File: src/rtl/fetch_stage_pkg.sv
// rtl/fetch_stage_pkg.sv - shared encodings, FSM states and IF/ID record for fetch_stage
package fetch_stage_pkg;

  localparam logic [15:0] NOP_ENC = 16'h0800;

  typedef enum logic {
    FETCH  = 1'b0,
    HALTED = 1'b1
  } state_t;

  typedef struct packed {
    logic [15:0] instr;
    logic [15:0] pc_next;
    logic        valid;
  } ifid_t;

endpackage

File: src/rtl/fetch_stage_skid.sv
// rtl/fetch_stage_skid.sv - one-entry holder for a word fetched while decode is stalled
module fetch_stage_skid
  import fetch_stage_pkg::*;
(
  input  logic  clk,
  input  logic  rst_n,
  input  logic  load,
  input  logic  clear,
  input  ifid_t din,
  output logic  full,
  output ifid_t dout
);

  always_ff @(posedge clk or negedge rst_n) begin
    if (!rst_n) begin
      full <= 1'b0;
      dout <= '0;
    end else if (load) begin
      full <= 1'b1;
      dout <= din;
    end else if (clear) begin
      full <= 1'b0;
    end
  end

endmodule

File: src/rtl/fetch_stage.sv
// rtl/fetch_stage.sv - IF stage: PC, imem fetch, IF/ID register
// Optional one-entry skid buffer enabled by defining FETCH_SKID_EN.
module fetch_stage
  import fetch_stage_pkg::*;
#(
  parameter logic [15:0] RESET_PC  = 16'h0000,
  parameter logic [15:0] NOP_INSTR = NOP_ENC
) (
  input  logic        clk,
  input  logic        rst,
  output logic        imem_req,
  output logic [15:0] imem_addr,
  input  logic        imem_rdy,
  input  logic [15:0] imem_data,
  input  logic        imem_err,
  input  logic        stall,
  input  logic        redirect,
  input  logic [15:0] redirect_pc,
  input  logic        halt,
  output logic [15:0] instr,
  output logic [15:0] pc_next,
  output logic        if_valid,
  output logic        err
);

  state_t      state_q, state_d;
  logic [15:0] pc_q, pc_d, pc_inc;
  ifid_t       ifid_q, ifid_d, word, bubble, skid_data;
  logic        err_q, err_d, accept, skid_full;

  assign pc_inc = pc_q + 16'd2;
  assign word   = '{instr: imem_data, pc_next: pc_inc, valid: !imem_err};
  assign bubble = '{instr: NOP_INSTR, pc_next: ifid_q.pc_next, valid: 1'b0};

`ifdef FETCH_SKID_EN
  localparam bit SKID_EN = 1'b1;
  logic skid_load, skid_clear;

  // Park a word only on a plain stalled cycle; redirect/halt make it wrong-path.
  assign skid_load  = (state_q == FETCH) && !redirect && !halt && stall && accept;
  assign skid_clear = redirect || halt || !stall || (state_q == HALTED);

  fetch_stage_skid u_skid (
    .clk   (clk),
    .rst_n (rst),
    .load  (skid_load),
    .clear (skid_clear),
    .din   (word),
    .full  (skid_full),
    .dout  (skid_data)
  );
`else
  localparam bit SKID_EN = 1'b0;
  assign skid_full = 1'b0;
  assign skid_data = bubble;
`endif

  assign imem_req  = rst && (state_q == FETCH) && !skid_full && (SKID_EN || !stall);
  assign imem_addr = pc_q;
  assign accept    = imem_req && imem_rdy;

  always_comb begin
    state_d = state_q;
    pc_d    = pc_q;
    ifid_d  = ifid_q;
    err_d   = err_q;
    if (state_q == FETCH) begin
      if (redirect) begin
        pc_d   = redirect_pc;
        ifid_d = bubble;
        err_d  = err_q | redirect_pc[0];
      end else if (halt) begin
        state_d = HALTED;
        ifid_d  = bubble;
      end else begin
        if (accept) begin
          pc_d  = pc_inc;
          err_d = err_q | imem_err;
        end
        if (!stall) begin
          if (skid_full)   ifid_d = skid_data;
          else if (accept) ifid_d = word;
          else             ifid_d = bubble;
        end
      end
    end else if (!stall) begin
      ifid_d = bubble;
    end
  end

  always_ff @(posedge clk or negedge rst) begin
    if (!rst) begin
      state_q <= FETCH;
      pc_q    <= RESET_PC;
      ifid_q  <= '{instr: NOP_INSTR, pc_next: RESET_PC, valid: 1'b0};
      err_q   <= 1'b0;
    end else begin
      state_q <= state_d;
      pc_q    <= pc_d;
      ifid_q  <= ifid_d;
      err_q   <= err_d;
    end
  end

  assign instr    = ifid_q.instr;
  assign pc_next  = ifid_q.pc_next;
  assign if_valid = ifid_q.valid;
  assign err      = err_q;

endmodule
File: config.mk
export PLATFORM = sky130hd
export DESIGN_NAME = fetch_stage
export DESIGN_NICKNAME = d
export VERILOG_FILES = /design/src/rtl/fetch_stage_pkg.sv /design/src/rtl/fetch_stage_skid.sv /design/src/rtl/fetch_stage.sv
export SDC_FILE = /design/constraint.sdc
export NUM_CORES = 1
export LEC_CHECK = 0
export BUFFER_PORTS_ARGS = -buffer_cell sky130_fd_sc_hd__buf_4
export CAP_MARGIN = 0
export CELL_PAD_IN_SITES_DETAIL_PLACEMENT = 1
export CELL_PAD_IN_SITES_GLOBAL_PLACEMENT = 2
export CORE_UTILIZATION = 30
export DETAILED_ROUTE_END_ITERATION = 7
export HOLD_SLACK_MARGIN = 0.12
export PLACE_DENSITY_LB_ADDON = 0.15
export SYNTH_ARGS = -nofsm -noshare
export SYNTH_HDL_FRONTEND = slang
export SYNTH_SLANG_ARGS = --single-unit
export TNS_END_PERCENT = 20
File: constraint.sdc
create_clock -name clk -period 5.7 [get_ports clk]
set_input_delay 0.57 -clock clk [delete_from_list [all_inputs] [get_ports clk]]
set_output_delay 0.57 -clock clk [all_outputs]
set_load 0.01 [all_outputs]
==> run metrics <==
vias in the first global route roughly 2.2k; Routed WL per cell around 17 um; Setup TNS 0 ns; dominant synthesized flop cell dfrtp_1; Worst path most repeated cell nand3_1; Hold Slack approximately 0.28 ns; Post-CTS Setup Bufs 0; final hold violation count 0; ant diodes 0; Seq/Total Area, Yosys between 50% and 60%; final clock skew about 0.0035 ns; WS Path Type primary input to flop; grt ovf 0; number of synthesized flops with an enable pin 0; root buffer cell clkbuf_8; CP peak stage delay around 0.74 ns; Seq pwr share between 50% and 60%; area of the multi-input gates 1132 um^2; cell family with most CP delay simple AND/OR/NAND/NOR gates; Clk pin slew, worst setup/hold paths around 0.09 ns; switch share around 24%; Area contributors post-synth dfrtp_1 50%, a22o_1 5.2%, nand2_1 4.8%; H-tree depth 2; DRC Markers 2; Initial Util 30.75%; initial antenna violation count 0; top-area cell type share of the netlist area roughly half; filler cell count in the final layout a little under 1k; Synth area leader dfrtp_1; GRT Util Overall between 15 and 20%; CTS buffer count 5; TritonCTS clock tree built; First-pass DRT Iterations 6; Routed WL roughly 7500 um; final critical-path share of the clock period 54.26%; DIE AREA roughly 8700 um^2; fin. max-slew vios 0; most frequent cell after synthesis dfrtp_1; post-cts repair resize count 0; status complete, but fails checks; cell row count 33; clock sinks between 50 and 60; NumNets Final around 380; antenna-violating nets left 0; GP Congestion around 0.76; max frequency roughly 320 MHz; worst path bufs/invs 2; Area growth, synth to finish 32.25%; Sequential cell area between 1000 and 1500 um^2; combinational share of power under 10%; Worst-Margin Slew roughly 0.95 ns; clock share of power between 30% and 40%; Clock Latency Late Sink slightly above 0.3 ns; critical path endpoint category flop; CP arrival about 3.3 ns; global-route wire length before repair roughly 12,000 um; Synthesized Nets 299; worst path cell trace buf_4 > or3b_1 > inv_2 > nand3_1 > or4b_1 > nand3_1; Slowest cell on crit path or4b_1; syn avg cell area a little under 10 um^2; Yosys warning total 0; VDD IR max ~86 uV; Synth top cells by count 50 x dfrtp_1, 32 x nand2_1, 16 x clkbuf_1, 16 x o21ai_0, 15 x a22o_1; mean number of vias per cell around 5; CTS hold repair buffers 0; fraction of layout cells with a size suffix above 1 31.45%; failing checks DRC; Netlist Area Pre-Place approximately 2500 um^2; PD cells between 150 and 200 nW/um^2; largest net degree at the start of global routing 53; Final Setup Violations 0; die height between 90 and 100 um; CTS max path bufs 2; P_leak about 1.6 nW; # port buffers approximately 90; Max Cap Viol 0; Unique masters post-synth 44; worst hold path type primary input to asynchronous set/reset pin; required time worst endpoint 5.94 ns; Internal Power ~0.00049 W; worst reg2reg setup slack a little under 3 ns; Post-synth ARST share 100.0%; post-synthesis instance total approximately 260; RSZ-0062 raised after global routing no; core area a little over 8000 um^2; crit start category primary input; io pins 90; Switching Power 0.0001577 W; Max Fanout on Critical Path 52; Detailed Place HPWL approximately 5400 um; max_slew headroom 36.46%; Seq cells post-synth approximately 50; Die X 93.54 um; starting DRC count in detailed routing 52; Tmin final 3.093 ns; via count between 2k and 2.5k
==> power groups by stage <==
stage	clock, W	sequential [W]	combinational, W
finish	0.000208	0.000374	0.0000630
global route	0.000230	0.000375	0.0000701
CTS	0.000218	0.000375	0.0000648
detailed placement	0	0.000382	0.0000647
global placement	0	0.000381	0.0000639
floorplan	0	0.000385	0.0000148
==> sequential cells by signal, indices dropped and copies added (netlist names) <==
register	flops
err	1
if_valid	1
imem_addr	16
instr	16
pc_next	16
state_q	1
==> cells by family after synthesis <==
| family | Yosys count | share of synthesized area [%] |
|---|---|---|
| and+or+nand+nor | 93 | 19.36 |
| buffers and inverters | 26 | 4.330 |
| muxes | 4 | 1.643 |
| xor gates and xnor gates | 16 | 5.575 |
| AOI/OAI and AO/OA | 68 | 17.77 |
| DFF | 51 | 50.82 |
| adders and majority gates | 1 | 0.4977 |
==> per-layer routing <==
| layer | wire (um) | GRT usage (%) | vias up |
|---|---|---|---|
| met2 | 3460 | 28.62 | 59 |
| met1 | 3558 | 24.67 | 1084 |
| met5 | 0 | 0 | - |
| li1 | - | - | 1086 |
| met3 | 342 | 3.740 | 9 |
| met4 | 137 | 5.641 | 0 |
==> final cells by class <==
type                            instances  share of cell area, %
Sequential cell                        51                  38.43
Multi-Input combinational cell        182                  34.06
Timing Repair Buffer                   90                  20.32
Tap cell                              105                  3.952
Clock buffer                            6                  2.183
Inverter                                6                 0.6775
Clock inverter                          2                 0.3764
==> worst reg2reg max path: stages (launching register included) <==
cell     delay [ns]
dfrtp_1        0.48
or3b_1         0.54
inv_2          0.17
nand3_1        0.68
or4b_1         0.74
nand3_1        0.09
==> per-stage QoR <==
stage          util, %  setup WS [ns]  power [W]  std cells  cell area (um^2)
2_1_floorplan        -          3.568  0.0003994        259              2514
3_3_place_gp     39.62          2.292  0.0004451        434              3239
3_5_place_dp     39.62          2.243  0.0004464        434              3239
4_1_cts          40.66          2.572  0.0006578        442              3324
5_1_grt          40.66          2.281  0.0006756        442              3324
6_report         40.66          2.607  0.0006451        442              3324
==> worst paths after layout <==
path / depth (start not counted) / to / from
worst max-delay path: 6 / pc_next[15] / rst
worst min-delay path: 1 / pc_next[1] / rst
worst max register to register: 5 / pc_next[15] / state_q
worst min register to register: 2 / instr[11] / instr[11]
max in group asynchronous: 1 / instr[5] / rst
min in group clk: 3 / imem_addr[0] / redirect_pc[0]
==> layout by cell type, fill, tap and decap left out, types with 3 or more instances in the layout <==
| master | instances |
|---|---|
| nand2_1 | 32 |
| dfrtp_1 | 50 |
| mux2i_1 | 3 |
| o21ai_0 | 16 |
| xor2_1 | 5 |
| and3_1 | 5 |
| inv_1 | 5 |
| nand4_1 | 5 |
| nand3_1 | 12 |
| a21oi_1 | 13 |
| nor2_1 | 10 |
| o22ai_1 | 12 |
| a31oi_1 | 3 |
| nor3_1 | 7 |
| nor2b_1 | 3 |
| buf_4 | 90 |
| clkbuf_8 | 5 |
| a22o_1 | 15 |
| and4_1 | 3 |
| xnor2_1 | 11 |
Power figures use the tool's default switching activity.
